## config.mk

```make
export PLATFORM = sky130hd
export DESIGN_NAME = adc_decimator
export DESIGN_NICKNAME = d
export VERILOG_FILES = /design/src/rtl/adc_decimator.sv
export SDC_FILE = /design/constraint.sdc
export NUM_CORES = 1
export LEC_CHECK = 0
export BUFFER_PORTS_ARGS = -buffer_cell sky130_fd_sc_hd__clkbuf_2
export CORE_MARGIN = 5
export CORE_UTILIZATION = 50
export CTS_CLUSTER_SIZE = 8
export DETAILED_ROUTE_END_ITERATION = 8
export PLACE_DENSITY = 0.72
export SLEW_MARGIN = 20
export SYNTH_ARGS = -nofsm -noshare
export SYNTH_HDL_FRONTEND = slang
export SYNTH_SLANG_ARGS = --single-unit
export TNS_END_PERCENT = 5
```

## constraint.sdc

```tcl
create_clock -name clk -period 6.7 [get_ports clk]
set_input_delay 0.67 -clock clk [delete_from_list [all_inputs] [get_ports clk]]
set_output_delay 0.67 -clock clk [all_outputs]
set_load 0.02 [all_outputs]
```

## src/rtl/adc_decimator.sv

```systemverilog
// Dual-channel ADC decimator: averages 2^d consecutive signed samples per channel
// and reports the window mean with a one-cycle valid strobe and full-scale flags.
module adc_decimator #(
   parameter int unsigned bits         = 14,
   parameter int unsigned max_log2_dec = 10
) (
   input  logic                   clk,
   input  logic                   rst,
   input  logic signed [bits-1:0] adc_a_i,
   input  logic signed [bits-1:0] adc_b_i,
   input  logic                   en_i,
   input  logic [3:0]             dec_sel_i,
   output logic signed [bits-1:0] avg_a_o,
   output logic signed [bits-1:0] avg_b_o,
   output logic                   valid_o,
   output logic                   sat_a_o,
   output logic                   sat_b_o
);

   localparam int unsigned AW = bits + max_log2_dec;
   localparam int unsigned CW = (max_log2_dec > 0) ? max_log2_dec : 1;
   localparam int unsigned DW = (max_log2_dec > 0) ? $clog2(max_log2_dec + 1) : 1;
   localparam logic signed [bits-1:0] FS_POS = {1'b0, {(bits-1){1'b1}}};
   localparam logic signed [bits-1:0] FS_NEG = {1'b1, {(bits-1){1'b0}}};

   typedef enum logic {IDLE, ACC} state_t;

   state_t               state, next_state;
   logic signed [AW-1:0] acc_a, acc_b;
   logic [CW-1:0]        cnt;
   logic [DW-1:0]        d_lat;
   logic                 trk_a, trk_b;

   logic [DW-1:0]        d_sel_c, d_eff_c;
   logic                 start_c, last_c, hit_a_c, hit_b_c;
   logic signed [AW-1:0] sum_a_c, sum_b_c, shr_a_c, shr_b_c;

   always_ff @(posedge clk or posedge rst) begin
      if (rst) state <= IDLE;
      else     state <= next_state;
   end

   always_comb begin
      next_state = state;
      case (state)
         IDLE:    if (en_i)  next_state = ACC;
         ACC:     if (!en_i) next_state = IDLE;
         default: next_state = IDLE;
      endcase
   end

   // Ratio is frozen at the first sample of a window; that sample already uses it.
   always_comb begin
      d_sel_c = (32'(dec_sel_i) > max_log2_dec) ? DW'(max_log2_dec) : DW'(dec_sel_i);
      start_c = (state == IDLE) || (cnt == '0);
      d_eff_c = start_c ? d_sel_c : d_lat;
      last_c  = (cnt == CW'((32'd1 << d_eff_c) - 32'd1));
      sum_a_c = acc_a + AW'(adc_a_i);
      sum_b_c = acc_b + AW'(adc_b_i);
      shr_a_c = sum_a_c >>> d_eff_c;
      shr_b_c = sum_b_c >>> d_eff_c;
      hit_a_c = (adc_a_i == FS_POS) || (adc_a_i == FS_NEG);
      hit_b_c = (adc_b_i == FS_POS) || (adc_b_i == FS_NEG);
   end

   always_ff @(posedge clk or posedge rst) begin
      if (rst) begin
         acc_a   <= '0;
         acc_b   <= '0;
         cnt     <= '0;
         d_lat   <= '0;
         trk_a   <= 1'b0;
         trk_b   <= 1'b0;
         avg_a_o <= '0;
         avg_b_o <= '0;
         valid_o <= 1'b0;
         sat_a_o <= 1'b0;
         sat_b_o <= 1'b0;
      end else begin
         valid_o <= 1'b0;
         if (en_i) begin
            d_lat <= d_eff_c;
            if (last_c) begin
               avg_a_o <= shr_a_c[bits-1:0];
               avg_b_o <= shr_b_c[bits-1:0];
               sat_a_o <= trk_a | hit_a_c;
               sat_b_o <= trk_b | hit_b_c;
               valid_o <= 1'b1;
               acc_a   <= '0;
               acc_b   <= '0;
               cnt     <= '0;
               trk_a   <= 1'b0;
               trk_b   <= 1'b0;
            end else begin
               acc_a <= sum_a_c;
               acc_b <= sum_b_c;
               cnt   <= cnt + CW'(1);
               trk_a <= trk_a | hit_a_c;
               trk_b <= trk_b | hit_b_c;
            end
         end else begin
            // Disable discards the partial window; reported outputs hold.
            acc_a <= '0;
            acc_b <= '0;
            cnt   <= '0;
            trk_a <= 1'b0;
            trk_b <= 1'b0;
         end
      end
   end

endmodule

```

Word level (Yosys, flattened, before mapping)

Index checks and enable logic that the tools add are counted.

Register bits after elaboration: 96
Latch bits: 0
Memory bits (writable): 0
ROM bits: 0
Bits of input ports: 35
Memories: 0

Add/sub/neg operators: 4
Multiply operators: 0
Div/mod/pow operators: 0
$lt $le $gt $ge: 1
Equal/unequal tests: 5
Shifts and indexed selects: 3
Multiplexer cells: 15
Bitwise gates (word level): 3
Reduce and logical (&&, ||, !) cells: 5

Operators by type and width:

| operator                                            | count |
|---|---|
| two-way mux 24 bit                                  | 4 |
| equality test 14 bit (second input constant)        | 4 |
| adder 24 x 14 -> 24 bit                             | 2 |
| >>> shifter 24 x 4 -> 14 bit                        | 2 |
| two-way mux 10 bit                                  | 2 |
| adder 10 x 1 -> 10 bit (second input constant)      | 1 |
| equality test 10 bit                                | 1 |
| logical NOT 10 bit                                  | 1 |
| << shifter 1 x 4 -> 10 bit (first input constant)   | 1 |
| subtractor 10 x 1 -> 10 bit (second input constant) | 1 |
| two-way mux 4 bit                                   | 2 |
| two-way mux 1 bit                                   | 7 |
| > comparator 4 bit (second input constant)          | 1 |
| logical OR 1 bit                                    | 3 |
| OR 1 bit                                            | 2 |
| AND reduction 2 bit                                 | 1 |
| inverter 1 bit                                      | 1 |

Longest topological paths before layout

Gate-level depths: netlist (run 1).

Word-level depth: 8
Depth in mapped cells: 21
Gate-level depth less buffers: 17

Worst setup path before layout (run 1)

OpenSTA, ideal clock, no wires.

Kind: reg-to-reg
From: reg cnt[0]
To: reg acc_a[9]
Arrival: 4.725 ns
Required time: 6.568 ns
Slack: 1.843 ns
Stages on the path, launching flop included: 21
Buffers on the path: 5
Clock period less this slack: 4.857 ns
Cell sequence: dfrtp_1 inv_1 ha_1 or3b_2 o41ai_2 buf_4 mux2_2 buf_1 buf_1 nor2_1 nand2_1 ha_1 xnor2_1 a31oi_1 or4_1 nand4b_2 nor4_4 nand2b_1 buf_2 buf_2 nor2_1

Cells in the longest elaborated chain, start to end: 8

RTL lines:

| element                     | RTL line | RTL |
|---|---|---|
| start: declaration          | 30       | `logic [CW-1:0] cnt;` |
| start signal: assignment    | 97       | `cnt <= cnt + CW'(1);` |
| logical NOT 10 bit          | 55       | `start_c = (state == IDLE) \|\| (cnt == '0);` |
| logical OR 1 bit            | 55       |  |
| two-way mux 4 bit           | 56       | `d_eff_c = start_c ? d_sel_c : d_lat;` |
| << shifter 1 x 4 -> 10 bit  | 57       | `last_c = (cnt == CW'((32'd1 << d_eff_c) - 32'd1));` |
| subtractor 10 x 1 -> 10 bit | 57       |  |
| equality test 10 bit (*)    | 57       |  |
| two-way mux 24 bit (*)      | 83       | `if (last_c) begin` |
| two-way mux 24 bit (*)      | 81       | `if (en_i) begin` |
| end signal: assignment      | 95       | `acc_a <= sum_a_c;` |
| end: declaration            | 29       | `logic signed [AW-1:0] acc_a, acc_b;` |

Mark *: on every way between the ends. The rest lies on a longest branch, timed or not.
A chain may end at the register's enable or synchronous reset.

Worst setup path after layout (run 1)

From: reg cnt[0]
To: reg avg_a_o[10]

Cells in the longest elaborated chain, start to end: 7

RTL lines:

| element                       | RTL line | RTL |
|---|---|---|
| logical NOT 10 bit            | 55       |  |
| logical OR 1 bit              | 55       |  |
| two-way mux 4 bit             | 56       |  |
| << shifter 1 x 4 -> 10 bit    | 57       |  |
| subtractor 10 x 1 -> 10 bit   | 57       |  |
| equality test 10 bit          | 57       |  |
| AND reduction 2 bit (no line) | -        |  |
| end signal: assignment        | 84       | `avg_a_o <= shr_a_c[bits-1:0];` |
| end: declaration              | 13       | `output logic signed [bits-1:0] avg_a_o,` |

Parallel ways exist; a longest one is shown, timed or not.

==> metrics.txt, run 1 <==
# TYPE chip_impl_metric gauge
chip_impl_info{name="run_status",value="complete, no violations"} 1
chip_impl_metric{name="max_stage_delay",unit="ns"} 0.67
chip_impl_metric{name="ff2ff_path_depth",unit=""} 16
chip_impl_metric{name="buffer_ports.inserted",unit=""} 65
chip_impl_metric{name="seq_area",unit="um2"} 2400
chip_impl_metric{name="cts_num_sinks",unit=""} 96
chip_impl_metric{name="ff2ff_setup_slack",unit="ns"} 0.79
chip_impl_metric{name="ant_nets",unit=""} 0
chip_impl_metric{name="ys_seq_area_share",unit="%"} 27.8
chip_impl_metric{name="finClkSkew",unit="ns"} 0.00756
chip_impl_metric{name="n_antenna_cell",unit=""} 0
chip_impl_info{name="worstReg2RegStart",value="cnt[0]$_DFF_PP0_"} 1
chip_impl_metric{name="postSynthCellCount",unit=""} 1077
chip_impl_metric{name="layout.nets",unit=""} 1184
chip_impl_metric{name="finalCritPeriodShare",unit="%"} 88.3
chip_impl_metric{name="yosys_warnings",unit=""} 0
chip_impl_metric{name="cts_resized",unit=""} 0
chip_impl_info{name="critPathKind",value="register to register"} 1
chip_impl_info{name="crit_path_frequent_cell",value="sky130_fd_sc_hd__ha_1"} 1
chip_impl_metric{name="postCtsSetupBuffers",unit=""} 0
chip_impl_metric{name="crit_path_buffers_inverters",unit=""} 1
chip_impl_metric{name="slew-limit-headroom",unit="%"} 33.0
chip_impl_metric{name="post-route-drc-count",unit=""} 0
chip_impl_metric{name="postSynthNetCount",unit=""} 1163
chip_impl_metric{name="synth_seq_cells",unit=""} 96
chip_impl_metric{name="critical_path_depth",unit=""} 16
chip_impl_info{name="unrepaired_setup_endpoints_after_global_routing",value="no"} 1
chip_impl_metric{name="core_area",unit="um2"} 17100
chip_impl_info{name="regToRegEndpoint",value="avg_a_o[10]$_DFFE_PP0P_"} 1
chip_impl_info{name="path_cells",value="inv_1, ha_1, or3b_2, o41ai_4, mux2_2, nor2_1, nand2_1, ha_1, xnor2_1, a31oi_1, or4_1, nand4b_2, nor4_4, nand2_2, a2111oi_0, a21o_1"} 1
chip_impl_info{name="critical_path.startpoint",value="cnt[0]$_DFF_PP0_"} 1
chip_impl_metric{name="clk_latency",unit="ns"} 0.36
chip_impl_info{name="cpLargestDelayFamily",value="simple AND/OR/NAND/NOR gates"} 1
chip_impl_metric{name="grt-ovfl-total",unit=""} 0
chip_impl_metric{name="y_dimension_of_the_die",unit="um"} 141
chip_impl_metric{name="grt_start_max_net_pins",unit=""} 52
chip_impl_info{name="synthTopCellsByArea",value="sky130_fd_sc_hd__dfrtp_1, sky130_fd_sc_hd__ha_1, sky130_fd_sc_hd__nor2_1"} 1
chip_impl_metric{name="netlist-cell-type-count",unit=""} 80
chip_impl_metric{name="cap_violations",unit=""} 0
chip_impl_metric{name="cts-buffers-inserted",unit=""} 9
chip_impl_info{name="most_numerous_cell_in_the_yosys_netlist",value="sky130_fd_sc_hd__nor2_1"} 1
chip_impl_info{name="synth_common_cells",value="sky130_fd_sc_hd__nor2_1, sky130_fd_sc_hd__nand2_1, sky130_fd_sc_hd__dfrtp_1, sky130_fd_sc_hd__a21oi_1, sky130_fd_sc_hd__o21ai_0"} 1
chip_impl_metric{name="synth_edf_count",unit=""} 0
chip_impl_info{name="critPathLaunchType",value="register"} 1
chip_impl_metric{name="timing.critical_path.required",unit="ns"} 7.00
chip_impl_metric{name="drive_gt1_share",unit="%"} 12.2
chip_impl_metric{name="timing_worst_slew_pin_value",unit="ns"} 1.00
chip_impl_metric{name="final_critical_path_setup_slack",unit="ns"} 0.786
chip_impl_metric{name="filler_cell_count",unit=""} 1594
chip_impl_metric{name="pwr_density_cell",unit="nW/um2"} 401
chip_impl_metric{name="areaGrowthSynthToFinish",unit="%"} 9.01
chip_impl_metric{name="final_util",unit="%"} 54.9
chip_impl_metric{name="setup_viol_count_final",unit=""} 0
chip_impl_metric{name="worst_ep_arrival_time",unit="ns"} 6.21
chip_impl_metric{name="worst-path-max-fanout",unit=""} 43
chip_impl_metric{name="synth_async_sr_flop_share",unit="%"} 100
chip_impl_info{name="ctsRootBufferMaster",value="sky130_fd_sc_hd__clkbuf_16"} 1
chip_impl_metric{name="placementRows",unit=""} 48
chip_impl_metric{name="first_iter_violations",unit=""} 794
chip_impl_metric{name="p_leak",unit="nW"} 4.22
chip_impl_metric{name="post_drt_via_cell_ratio",unit=""} 6.35
chip_impl_metric{name="firstDrtPassIters",unit=""} 5
chip_impl_metric{name="multi_input_area",unit="um2"} 5940
chip_impl_info{name="crit_end",value="avg_a_o[10]$_DFFE_PP0P_"} 1
chip_impl_metric{name="ir_drop",unit="V"} 0.000185
chip_impl_metric{name="cell_area_after_synthesis",unit="um2"} 8630
chip_impl_metric{name="pre_cts_slack",unit="ns"} 0.811
chip_impl_metric{name="final-max-slew-violation-count",unit=""} 0
chip_impl_metric{name="portion_of_synthesized_cell_area_occupied_by_the_leading_cell_type",unit="%"} 27.8
chip_impl_metric{name="number_of_global_route_vias_before_repair",unit=""} 7850
chip_impl_metric{name="ports_placed_on_the_boundary",unit=""} 66
chip_impl_metric{name="maxClockFrequency",unit="MHz"} 169
chip_impl_info{name="hold_class",value="input port to async pin"} 1
chip_impl_metric{name="detail_route.wirelength",unit="mm"} 25.3
chip_impl_info{name="slowest_stage",value="sky130_fd_sc_hd__mux2_2"} 1
chip_impl_metric{name="floorplan.die.width",unit="um"} 141
chip_impl_metric{name="post-route-min-period",unit="ns"} 5.91
chip_impl_metric{name="antenna_found_initial",unit=""} 0
chip_impl_info{name="yosys_most_used_dff",value="sky130_fd_sc_hd__dfrtp_1"} 1
chip_impl_metric{name="dpl.hpwl",unit="mm"} 19.0
chip_impl_metric{name="grt_first_pass_wirelength",unit="mm"} 41.3
chip_impl_metric{name="clock_pin_transition_on_the_worst_setup_and_hold_timing_paths",unit="ns"} 0.07
chip_impl_metric{name="wl_per_cell",unit="um"} 19.1
chip_impl_info{name="cell_accounting_for_the_most_synthesized_area",value="sky130_fd_sc_hd__dfrtp_1"} 1
chip_impl_metric{name="gp_routability_congestion",unit=""} 0.962
chip_impl_info{name="cts_tree",value="built"} 1
chip_impl_metric{name="cts_hold_buf",unit=""} 0
chip_impl_metric{name="globalRouteTotalUtil",unit="%"} 25.3
chip_impl_metric{name="report.final.hold_viol_count",unit=""} 0
chip_impl_metric{name="dieArea",unit="um2"} 20000
chip_impl_metric{name="routed-via-count",unit=""} 8434
chip_impl_info{name="endpoint_kind",value="register"} 1
chip_impl_metric{name="initial_utilization",unit="%"} 50.4
chip_impl_metric{name="setup-tns-final",unit="ns"} 0
chip_impl_metric{name="cts-htree-levels",unit=""} 3
chip_impl_metric{name="cts_buffer_depth",unit=""} 2
chip_impl_metric{name="post_synth.cell_area_avg",unit="um2"} 8.01
flip-flops by register name, indices dropped and copies added, names as in the netlist:
| name | count |
|---|---|
| cnt | 10 |
| acc_b | 24 |
| d_lat | 4 |
| acc_a | 24 |
| avg_a_o | 14 |
| sat_b_o | 1 |
| sat_a_o | 1 |
| avg_b_o | 14 |
| state | 1 |
| valid_o | 1 |
| trk_b | 1 |
| trk_a | 1 |
final cells by class:
class,instances,area share (%)
Timing Repair Buffer,76,4.34
Multi-Input combinational cell,895,63.1
Sequential cell,96,25.5
Tap cell,225,2.99
Inverter,20,0.825
Clock buffer,11,2.58
Clock inverter,5,0.599
worst min path at each step:
stage / endpoint / depth (start not counted)
3_5_place_dp: avg_a_o[2]$_DFFE_PP0P_ / 1
5_1_grt: acc_a[4]$_DFF_PP0_ / 2
2_1_floorplan: trk_b$_DFF_PP0_ / 2
4_1_cts: acc_a[5]$_DFF_PP0_ / 2
6_report: trk_a$_DFF_PP0_ / 2
3_3_place_gp: avg_a_o[6]$_DFFE_PP0P_ / 1
layout by cell type (no fill, tap or decap), drive strengths merged, types with 15 or more instances in the layout:
cell    synthesis  routed
nor2          130     130
nand2         104     104
dfrtp          96      96
a21oi          86      86
clkbuf         47      76
o21ai          62      62
ha             49      49
mux2i          39      39
a211oi         31      31
nor2b          26      26
nand3          25      25
xnor2          25      25
a21o           23      23
o211ai         23      23
mux2           20      20
inv            20      20
nor3           18      18
nor4           18      18
nand4          15      15
power by group:
part           total (mW)  internal, mW  switching, mW
logic                2.48         0.911           1.57
registers           0.757         0.700         0.0571
clock network       0.537         0.299          0.238
routing by layer:
metal	wire, um	share of wire (%)	track usage [%]	up-vias
met5	0	0	0	-
met3	1710	6.8	2.90	49
met1	11500	45	37.0	3971
met4	720	2.8	9.38	0
met2	11400	45	38.6	338
li1	-	-	-	4076
metrics by stage:
| step | power (mW) | cell area [um2] | instances | hold slack [ns] |
|---|---|---|---|---|
| 3_5_place_dp | 3.18 | 9110 | 1312 | 0.469 |
| 3_3_place_gp | 3.16 | 9110 | 1312 | 0.468 |
| 4_1_cts | 3.73 | 9410 | 1328 | 0.389 |
| 5_1_grt | 4.07 | 9410 | 1328 | 0.427 |
| 6_report | 3.77 | 9410 | 1328 | 0.360 |
| 2_1_floorplan | 2.58 | 8630 | 1077 | 0.459 |
kinds of logic after synthesis:
group,synth area share (%)
adder cells (fa/ha/maj),7.57
multiplexers,7.13
AO/OA/AOI/OAI,26.2
flip-flops,27.8
AND/OR/NAND/NOR,23.3
buffers and inverters,3.99
XOR/XNOR,3.96
No activity file was read; power rests on OpenSTA's default activity.
==> run 2, diff against run 1 <==
CORE_ASPECT_RATIO = 0.6   (was not set)
==> run 2 against run 1 <==
Against the previous run:
- first-iteration DRC count grew 69%
- routed wire length up 12%
- critical path depth is the same
==> metrics.txt, run 2 (same netlist as run 1, synthesis figures left out) <==
# TYPE chip_impl_metric gauge
chip_impl_metric{name="y_dimension_of_the_die",unit="um"} 112
chip_impl_metric{name="core_area",unit="um2"} 17000
chip_impl_info{name="path_cells",value="inv_1, ha_1, or3b_2, o41ai_4, mux2_2, nor2_1, nand2_1, ha_1, xnor2_1, a31oi_1, or4_1, nand4b_2, nor4_4, nand2_2, a2111oi_0, a21o_1"} 1
chip_impl_metric{name="areaGrowthSynthToFinish",unit="%"} 9.44
chip_impl_metric{name="finalCritPeriodShare",unit="%"} 89.4
chip_impl_metric{name="clk_latency",unit="ns"} 0.36
chip_impl_metric{name="seq_area",unit="um2"} 2400
chip_impl_metric{name="grt_first_pass_wirelength",unit="mm"} 45.0
chip_impl_metric{name="max_stage_delay",unit="ns"} 0.59
chip_impl_metric{name="dpl.hpwl",unit="mm"} 21.3
chip_impl_info{name="slowest_stage",value="sky130_fd_sc_hd__a2111oi_0"} 1
chip_impl_info{name="run_status",value="complete, no violations"} 1
chip_impl_info{name="unrepaired_setup_endpoints_after_global_routing",value="no"} 1
chip_impl_metric{name="slew-limit-headroom",unit="%"} 34.1
chip_impl_metric{name="antenna_found_initial",unit=""} 2
chip_impl_metric{name="ff2ff_setup_slack",unit="ns"} 0.71
chip_impl_info{name="crit_path_frequent_cell",value="sky130_fd_sc_hd__ha_1"} 1
chip_impl_metric{name="post-route-min-period",unit="ns"} 5.99
chip_impl_metric{name="routed-via-count",unit=""} 8841
chip_impl_metric{name="final_util",unit="%"} 55.4
chip_impl_metric{name="cts_num_sinks",unit=""} 96
chip_impl_info{name="worstReg2RegStart",value="cnt[0]$_DFF_PP0_"} 1
chip_impl_metric{name="timing_worst_slew_pin_value",unit="ns"} 0.980
chip_impl_metric{name="report.power.total",unit="mW"} 3.92
chip_impl_metric{name="maxClockFrequency",unit="MHz"} 167
chip_impl_metric{name="report.final.hold_viol_count",unit=""} 0
chip_impl_metric{name="setup-tns-final",unit="ns"} 0
chip_impl_metric{name="firstDrtPassIters",unit=""} 7
chip_impl_metric{name="grt_start_max_net_pins",unit=""} 59
chip_impl_info{name="cpLargestDelayFamily",value="simple AND/OR/NAND/NOR gates"} 1
chip_impl_metric{name="setup_viol_count_final",unit=""} 0
chip_impl_metric{name="pwr_density_cell",unit="nW/um2"} 415
chip_impl_info{name="mostFrequentLayoutCell",value="sky130_fd_sc_hd__nor2_1"} 1
chip_impl_metric{name="final-max-slew-violation-count",unit=""} 0
chip_impl_metric{name="worst-path-max-fanout",unit=""} 43
chip_impl_metric{name="multi_input_area",unit="um2"} 5940
chip_impl_metric{name="ant_nets",unit=""} 0
chip_impl_info{name="hold_class",value="input port to async pin"} 1
chip_impl_metric{name="first_iter_violations",unit=""} 1345
chip_impl_metric{name="placement.cell_area",unit="um2"} 9130
chip_impl_metric{name="ir_drop",unit="V"} 0.000171
chip_impl_metric{name="initial_utilization",unit="%"} 50.6
chip_impl_info{name="endpoint_kind",value="register"} 1
chip_impl_metric{name="crit_path_buffers_inverters",unit=""} 1
chip_impl_metric{name="wl_per_cell",unit="um"} 21.2
chip_impl_info{name="critPathKind",value="register to register"} 1
chip_impl_metric{name="cap_violations",unit=""} 0
chip_impl_metric{name="post-route-drc-count",unit=""} 0
chip_impl_metric{name="cts_resized",unit=""} 0
chip_impl_metric{name="worst_ep_arrival_time",unit="ns"} 6.29
chip_impl_metric{name="ports_placed_on_the_boundary",unit=""} 66
chip_impl_metric{name="number_of_global_route_vias_before_repair",unit=""} 7943
chip_impl_metric{name="finClkSkew",unit="ns"} 0.0105
chip_impl_metric{name="globalRouteTotalUtil",unit="%"} 27.5
chip_impl_metric{name="layout.nets",unit=""} 1185
chip_impl_metric{name="buffer_ports.inserted",unit=""} 65
chip_impl_metric{name="cts-buffers-inserted",unit=""} 9
chip_impl_metric{name="n_antenna_cell",unit=""} 0
chip_impl_metric{name="cts-htree-levels",unit=""} 3
chip_impl_metric{name="filler_cell_count",unit=""} 1630
chip_impl_metric{name="dp_cells",unit=""} 1322
chip_impl_info{name="ctsRootBufferMaster",value="sky130_fd_sc_hd__clkbuf_16"} 1
chip_impl_metric{name="post_drt_via_cell_ratio",unit=""} 6.61
chip_impl_metric{name="timing.critical_path.required",unit="ns"} 7.00
chip_impl_metric{name="final_cell_count_no_fill",unit=""} 1338
chip_impl_metric{name="detail_route.wirelength",unit="mm"} 28.3
chip_impl_info{name="layout.cells.most_common_list",value="sky130_fd_sc_hd__nor2_1, sky130_fd_sc_hd__nand2_1, sky130_fd_sc_hd__dfrtp_1"} 1
chip_impl_metric{name="dieArea",unit="um2"} 20100
chip_impl_info{name="regToRegEndpoint",value="avg_a_o[8]$_DFFE_PP0P_"} 1
chip_impl_metric{name="cts_buffer_depth",unit=""} 2
chip_impl_metric{name="critical_path_depth",unit=""} 16
chip_impl_metric{name="floorplan.die.width",unit="um"} 180
chip_impl_info{name="cts_tree",value="built"} 1
chip_impl_metric{name="gp_routability_congestion",unit=""} 1.03
chip_impl_metric{name="grt-ovfl-total",unit=""} 0
chip_impl_info{name="largestRegisters",value="acc_a (24), acc_b (24)"} 1
chip_impl_metric{name="p_leak",unit="nW"} 4.23
chip_impl_info{name="critPathLaunchType",value="register"} 1
chip_impl_metric{name="placementRows",unit=""} 37
chip_impl_metric{name="ff2ff_path_depth",unit=""} 16
chip_impl_metric{name="drive_gt1_share",unit="%"} 12.5
chip_impl_metric{name="final_cell_area",unit="um2"} 9440
chip_impl_metric{name="clock_pin_transition_on_the_worst_setup_and_hold_timing_paths",unit="ns"} 0.08
chip_impl_metric{name="cts_hold_buf",unit=""} 0
chip_impl_metric{name="postCtsSetupBuffers",unit=""} 0
==> run 2: cell types whose count changed in the layout (fill, tap and decap cells not counted), sizes merged <==
cell | previous run | this run
buf | 11 | 12
clkinv | 3 | 1
inv | 20 | 23
clkbuf | 76 | 75
==> run 2: layout make-up <==
type                            instances  share of cell area [%]
Inverter                               20                   0.822
Clock inverter                          6                   0.769
Clock buffer                           10                    2.53
Multi-Input combinational cell        895                    62.9
Sequential cell                        96                    25.4
Tap cell                              234                    3.10
Timing Repair Buffer                   77                    4.40
==> run 2: per-stage QoR <==
| stage | hold slack [ns] | worst slack, ns |
|---|---|---|
| after floorplan | 0.459 | 1.84 |
| after global placement | 0.471 | 1.17 |
| after detailed placement | 0.476 | 0.892 |
| after CTS | 0.356 | 0.870 |
| after global routing | 0.392 | 0.357 |
| final | 0.334 | 0.712 |
==> run 2: power by group <==
| part | switching, mW | total, mW | internal, mW |
|---|---|---|---|
| sequential | 0.0559 | 0.755 | 0.699 |
| combinational | 1.69 | 2.60 | 0.912 |
| clock | 0.255 | 0.560 | 0.305 |
==> run 2: how the worst max path moves through the flow <==
stage / from / endpoint / slack (ns)
floorplan: cnt[0]$_DFF_PP0_ / acc_a[9]$_DFF_PP0_ / 1.84
global placement: cnt[0]$_DFF_PP0_ / avg_a_o[8]$_DFFE_PP0P_ / 1.17
detailed placement: cnt[0]$_DFF_PP0_ / avg_a_o[8]$_DFFE_PP0P_ / 0.89
CTS: cnt[0]$_DFF_PP0_ / avg_a_o[8]$_DFFE_PP0P_ / 0.87
global route: cnt[0]$_DFF_PP0_ / avg_a_o[8]$_DFFE_PP0P_ / 0.36
finish: cnt[0]$_DFF_PP0_ / avg_a_o[8]$_DFFE_PP0P_ / 0.71
==> run 2: routing by layer <==
layer  global-route usage (%)  wire length (um)  part of all wire (%)
met5                        0                56                  0.20
met4                     4.31               425                   1.5
met1                     45.4             14000                    50
met2                     32.1              9730                    34
met3                     11.6              4080                    14
